### src/rtl/timer_pkg.sv
// Shared types and constants for the chess-clock minute countdown.
package timer_pkg;

   typedef enum logic [1:0] {
      IDLE    = 2'd0,
      RUN     = 2'd1,
      EXPIRED = 2'd2
   } timer_state_e;

   typedef logic [3:0] bcd_t;

   localparam bcd_t DIGIT_MAX_UNITS = 4'd9;
   localparam bcd_t DIGIT_MAX_TENS  = 4'd5;

   function automatic bcd_t clamp_digit(input bcd_t d, input bcd_t lim);
      return (d > lim) ? lim : d;
   endfunction

endpackage

### src/rtl/bcd_down_digit.sv
// One BCD down-counting digit; wraps 0 -> max_val and raises borrow on that step.
module bcd_down_digit
   import timer_pkg::*;
(
   input  logic clk_sys,
   input  logic rst_n,
   input  logic load,
   input  bcd_t load_val,
   input  logic dec,
   input  bcd_t max_val,
   output bcd_t count,
   output logic borrow
);

   bcd_t count_q;
   bcd_t count_d;

   always_comb begin
      count_d = count_q;
      if (load) begin
         count_d = load_val;
      end else if (dec) begin
         count_d = (count_q == 4'd0) ? max_val : count_q - 4'd1;
      end
   end

   always_ff @(posedge clk_sys or negedge rst_n) begin
      if (!rst_n) begin
         count_q <= 4'd0;
      end else begin
         count_q <= count_d;
      end
   end

   assign count  = count_q;
   assign borrow = dec && !load && (count_q == 4'd0);

endmodule

### src/rtl/minute_countdown.sv
// Per-player MM:SS countdown with preset load, run control and flag-fall.
// Optional low-time WARN output is built only when TIMER_WARN_EN is defined.
//
// state   | meaning
// IDLE    | loaded or paused, digits hold
// RUN     | counting down one second per TICK
// EXPIRED | reached 00:00, flag fallen; left only by LOAD or CLR
module minute_countdown
   import timer_pkg::*;
#(
   parameter logic [5:0] PRESET_MAX = 6'd59
`ifdef TIMER_WARN_EN
   ,
   parameter logic [6:0] WARN_SEC   = 7'd10
`endif
)
(
   input  logic       CLK,
   input  logic       CLR,
   input  logic       LOAD,
   input  logic [3:0] PRESET_TENS,
   input  logic [3:0] PRESET_UNITS,
   input  logic       CE,
   input  logic       TICK,
   output logic [3:0] MIN_TENS,
   output logic [3:0] MIN_UNITS,
   output logic [3:0] SEC_TENS,
   output logic [3:0] SEC_UNITS,
   output logic       RUNNING,
   output logic       FLAG,
   output logic       WARN
);

   localparam bcd_t MAX_TENS  = bcd_t'(PRESET_MAX / 6'd10);
   localparam bcd_t MAX_UNITS = bcd_t'(PRESET_MAX % 6'd10);

   timer_state_e state_q, state_d;

   bcd_t        tens_clamped, units_clamped;
   bcd_t        load_tens, load_units;
   logic [5:0]  preset_total;
   logic        load_zero;
   logic        time_zero, time_one;
   logic        dec_en;
   logic        borrow_su, borrow_st, borrow_mu, borrow_mt;

   // Digit clamp first, then limit the combined minutes to PRESET_MAX.
   always_comb begin
      tens_clamped  = clamp_digit(PRESET_TENS, DIGIT_MAX_TENS);
      units_clamped = clamp_digit(PRESET_UNITS, DIGIT_MAX_UNITS);
      preset_total  = 6'(tens_clamped) * 6'd10 + 6'(units_clamped);
      load_tens     = tens_clamped;
      load_units    = units_clamped;
      if (preset_total > PRESET_MAX) begin
         load_tens  = MAX_TENS;
         load_units = MAX_UNITS;
      end
      load_zero = (load_tens == 4'd0) && (load_units == 4'd0);
   end

   assign time_zero = (MIN_TENS == 4'd0) && (MIN_UNITS == 4'd0) &&
                      (SEC_TENS == 4'd0) && (SEC_UNITS == 4'd0);
   assign time_one  = (MIN_TENS == 4'd0) && (MIN_UNITS == 4'd0) &&
                      (SEC_TENS == 4'd0) && (SEC_UNITS == 4'd1);
   assign dec_en    = (state_q == RUN) && TICK && !LOAD && !time_zero;

   bcd_down_digit u_sec_units (
      .clk_sys  (CLK),
      .rst_n    (CLR),
      .load     (LOAD),
      .load_val (4'd0),
      .dec      (dec_en),
      .max_val  (DIGIT_MAX_UNITS),
      .count    (SEC_UNITS),
      .borrow   (borrow_su)
   );

   bcd_down_digit u_sec_tens (
      .clk_sys  (CLK),
      .rst_n    (CLR),
      .load     (LOAD),
      .load_val (4'd0),
      .dec      (borrow_su),
      .max_val  (DIGIT_MAX_TENS),
      .count    (SEC_TENS),
      .borrow   (borrow_st)
   );

   bcd_down_digit u_min_units (
      .clk_sys  (CLK),
      .rst_n    (CLR),
      .load     (LOAD),
      .load_val (load_units),
      .dec      (borrow_st),
      .max_val  (DIGIT_MAX_UNITS),
      .count    (MIN_UNITS),
      .borrow   (borrow_mu)
   );

   bcd_down_digit u_min_tens (
      .clk_sys  (CLK),
      .rst_n    (CLR),
      .load     (LOAD),
      .load_val (load_tens),
      .dec      (borrow_mu),
      .max_val  (DIGIT_MAX_TENS),
      .count    (MIN_TENS),
      .borrow   (borrow_mt)
   );

   // borrow_mt would mean an underflow past 00:00; treat it as flag-fall.
   always_comb begin
      state_d = state_q;
      if (LOAD) begin
         state_d = load_zero ? EXPIRED : IDLE;
      end else begin
         case (state_q)
            IDLE: begin
               if (CE && !time_zero) state_d = RUN;
            end
            RUN: begin
               if ((TICK && time_one) || borrow_mt) state_d = EXPIRED;
               else if (!CE)                        state_d = IDLE;
            end
            EXPIRED: state_d = EXPIRED;
            default: state_d = IDLE;
         endcase
      end
   end

   always_ff @(posedge CLK or negedge CLR) begin
      if (!CLR) begin
         state_q <= IDLE;
      end else begin
         state_q <= state_d;
      end
   end

   assign RUNNING = (state_q == RUN);
   assign FLAG    = (state_q == EXPIRED);

`ifdef TIMER_WARN_EN
   logic [11:0] total_now, total_next;
   logic        warn_q, warn_d;

   // Compare against the value the digits take on this edge so WARN lines up with them.
   always_comb begin
      total_now = 12'(MIN_TENS) * 12'd600 + 12'(MIN_UNITS) * 12'd60 +
                  12'(SEC_TENS) * 12'd10 + 12'(SEC_UNITS);
      if (LOAD) begin
         total_next = 12'(load_tens) * 12'd600 + 12'(load_units) * 12'd60;
      end else if (dec_en) begin
         total_next = total_now - 12'd1;
      end else begin
         total_next = total_now;
      end
      warn_d = (total_next != 12'd0) && (total_next <= 12'(WARN_SEC));
   end

   always_ff @(posedge CLK or negedge CLR) begin
      if (!CLR) begin
         warn_q <= 1'b0;
      end else begin
         warn_q <= warn_d;
      end
   end

   assign WARN = warn_q;
`else
   assign WARN = 1'b0;
`endif

endmodule
### config.mk
export PLATFORM = sky130hd
export DESIGN_NAME = minute_countdown
export DESIGN_NICKNAME = d
export VERILOG_FILES = /design/src/rtl/timer_pkg.sv /design/src/rtl/bcd_down_digit.sv /design/src/rtl/minute_countdown.sv
export SDC_FILE = /design/constraint.sdc
export NUM_CORES = 1
export LEC_CHECK = 0
export CORE_AREA = 3 3 58 60
export CTS_BUF_LIST = sky130_fd_sc_hd__clkbuf_2 sky130_fd_sc_hd__clkbuf_4 sky130_fd_sc_hd__clkbuf_8
export DETAILED_ROUTE_END_ITERATION = 12
export DIE_AREA = 0 0 61 63
export PLACE_DENSITY = 0.83
export SYNTH_ARGS = -nofsm -noshare
export SYNTH_HDL_FRONTEND = slang
export SYNTH_SLANG_ARGS = --single-unit
### constraint.sdc
create_clock -name CLK -period 2.1 [get_ports CLK]
set_input_delay 0.42 -clock CLK [delete_from_list [all_inputs] [get_ports CLK]]
set_output_delay 0.42 -clock CLK [all_outputs]
set_load 0.02 [all_outputs]
==> results.md <==
* Run status: complete, but fails checks
* Violated checks: setup timing
* Largest net degree at the start of global routing at 28
* Setup crit start kind: flip-flop
* Clk buf depth at 2
* Syn Area/Cell at 9.09 um^2
* DP Worst Slack at -0.719 ns
* Cells after synthesis at about 140
* Largest cells by area after synthesis: dfrtp_1 34%, ha_1 4.8%, a21oi_1 3.8%, nand2_1 3.2%, o21ai_0 3.1%
* Final Non-Filler Cells at 245
* R2R Path End: u_sec_tens.count[1]
* Cell Chain, Critical Path: or3_4, or3_4, or3_4, buf_6, or3_4, a21oi_2
* Vias in the first global route at 1424
* Cts bufs inserted at 3
* Period minus WS final at 2.21 ns
* Via count at 1364
* Total Wirelength at 3640 um
* CTS H-tree lvls at 1
* Final GP Congestion at 0.839
* Crit path DAT at 2.43 ns
* Reg area at 457 um^2
* I/O pins at 32
* Cell row count at 20
* CTS sink count at 18
* Area share of the largest cell type after synthesis at 34.4%
* RSZ-0062 raised after global routing: true
* Initial DRC count at 81
* Layout cell share with drive strength beyond 1 at a little over two fifths
* Asr flop ratio synth at 100%
* WP buf/inv at 1
* Dominant cell type by area after synthesis: dfrtp_1
* FMAX at 0.452 GHz
* Max-cap violations at 0
* Layout area overhead at 59.5%
* Crit path max-delay family: simple AND/OR/NAND/NOR gates
* Synth Cell Area at 1310 um^2
* Gr ovfl total at 0
* Crit-path max cell delay at 0.41 ns
* Root Driver: clkbuf_4
* Die Span X at 61 um
* DRC Markers at 0
* Worst EP required at 2.32 ns
* Worst R2R Path Depth at 6
* CP dominant cell by count: or3_4
* Starting Density at 43.9%
* First-pass GRT wire length at about 6300 um
* Crit. End Element: flip-flop
* Final ANT Viol Nets at 0
* Worst-Skew Late Latency at 0.29 ns
* FF+latch count, synth at 18
* CTS tree: yes
* Worst Skew at 0.00229 ns
* Hold Violations, Final at 0
* P per Cell Area at 449 nW/um^2
* Worst hold path type: input pin to asynchronous set/reset pin
* Antenna Cells at 0
* CP max-delay cell: dfrtp_2
* Worst ir drop on vdd at 0.229 mV
* Via density at 5.57
* FF-to-FF Start: u_sec_units.count[1]
* Std-Cell Core Area at 2980 um^2
* Post-synth EDFFs at 0
* Post-synth top flop: dfrtp_1
* Critical path peak fanout at 2
* CP Depth at 6
* Placed insts at 238
* # port buffers at 30
* CTS Hold Bufs at 0
* Die height at 63 um
* Synth cell types at 47
* Final setup vio count at 2
* Clk slew on worst S/H paths at ~0.10 ns
* Layout fillers at 225
* Final period utilization at 105%
* Final worst slack at -0.110 ns
* All-layer global routing usage at 20.7%
* CP Class: flip-flop to flip-flop
* HPWL after detailed placement at between 2000 and 3000 um
* R2R Setup Slk at -0.11 ns
* Die ar. at 3840 um^2
* Footprint of the multi-input gates at 935 um^2
* Post-DR wirelength/cell at 14.9 um
* Initial antenna violation count at 0
* Syn nets at ~160
* Static Leak at 0.943 nW
* Final #Nets at 232
* Final core occ at 70.1%
* YS warnings at 0
* Pre-antenna DRT Iters at 4
* Register area share after synthesis at between 30% and 40%
* Final Max Tran Viols at 0
[cell usage in the layout (no fill, tap or decap), types with 2 or more instances in the layout]
cell type and count:
buf_4 39, clkdlybuf4s50_1 22, dfrtp_1 13, nand2_1 11, inv_1 8, nor2_1 8, a21oi_1 8, o21ai_0 5
dfrtp_2 5, or3_4 4, nor3_1 4, ha_4 4, clkbuf_4 4, nor2b_1 3, xor2_1 3, or3_1 3
nand2b_1 3, nand3_1 3, a31oi_1 3, clkdlybuf4s15_1 3, nand2b_4 2, nor2_2 2, a211o_1 2, xnor2_2 2
a21oi_2 2, or4_1 2, nor4_1 2, and3_4 2, a31o_2 2, a41oi_1 2, o21a_1 2, or3b_2 2
o211ai_1 2, buf_2 2, dlymetal6s2s_1 2
[cells in the mapped netlist (3+ instances only)]
cell type	n
nor2_1	10
nand2b_1	5
inv_1	8
xor2_1	3
or3_1	6
nand2_1	11
ha_1	5
a21oi_1	10
nor2b_1	4
dfrtp_1	18
nor3_1	4
buf_6	3
o21ai_0	8
nand3_1	4
a31oi_1	3
[metal layers]
metal	wire length [um]	track usage, %
met5	0	0
met4	72	7.05
met3	158	2.27
met2	1990	36.9
met1	1420	24.6
[registers in the layout (all words and copies together), names as in the netlist]
signal / flops
u_min_tens.count: 4
u_min_units.count: 4
u_sec_tens.count: 4
u_sec_units.count: 4
state_q: 2
[metrics by stage]
step	power [mW]	setup TNS, ns	area (um^2)	hold WS (ns)
2_1_floorplan	0.562	-0.797	1360	0.124
3_3_place_gp	0.703	-5.51	1930	0.543
3_5_place_dp	0.717	-6.46	1930	0.551
4_1_cts	0.926	-0.181	2050	0.454
5_1_grt	0.992	-0.314	2090	0.455
6_report	0.938	-0.140	2090	0.445
[timing repair]
action | 4_1_cts | 5_1_grt
resized for setup | 26 | 15
hold endpoints to repair | 0 | 0
setup endpoints to repair | 11 | 13
buffers inserted | 2 | 1
gates cloned | 0 | 0
pin swaps | 19 | 14
[how the worst max path moves through the flow]
stage / slack, ns / from / endpoint
6_report: -0.11 / u_sec_units.count[1] / u_sec_tens.count[1]
2_1_floorplan: -0.28 / u_sec_tens.count[3] / u_min_tens.count[1]
4_1_cts: -0.15 / u_sec_units.count[1] / u_sec_tens.count[1]
5_1_grt: -0.16 / u_sec_units.count[1] / u_sec_tens.count[1]
3_3_place_gp: -0.60 / PRESET_UNITS[1] / u_min_tens.count[1]
3_5_place_dp: -0.72 / PRESET_UNITS[1] / u_min_units.count[1]
[cells by family (layout without fill, tap and decap cells)]
family | Yosys count | after routing | share of synthesized area [%]
muxes | 2 | 2 | 1.63
DFF | 18 | 18 | 34.4
other | 1 | 1 | 0.287
xor gates and xnor gates | 5 | 5 | 3.35
AOI/OAI and AO/OA | 37 | 37 | 18.5
and+or+nand+nor | 61 | 61 | 29.4
buffers and inverters | 14 | 82 | 6.02
adders and majority gates | 6 | 6 | 6.31
[where the power goes]
| group | internal [mW] | switching (mW) |
|---|---|---|
| clock network | 0.0868 | 0.108 |
| logic | 0.185 | 0.173 |
| registers | 0.366 | 0.0189 |
| total | 0.638 | 0.299 |
[final cells by class]
| type | count | area share [%] |
|---|---|---|
| inverters | 8 | 1.44 |
| clock buffers | 4 | 1.44 |
| repair buffers | 70 | 28.5 |
| well taps | 33 | 1.98 |
| multi-input cells | 112 | 44.8 |
| flip-flops and latches | 18 | 21.9 |
Note: power is estimated with default switching activity, not from simulation.
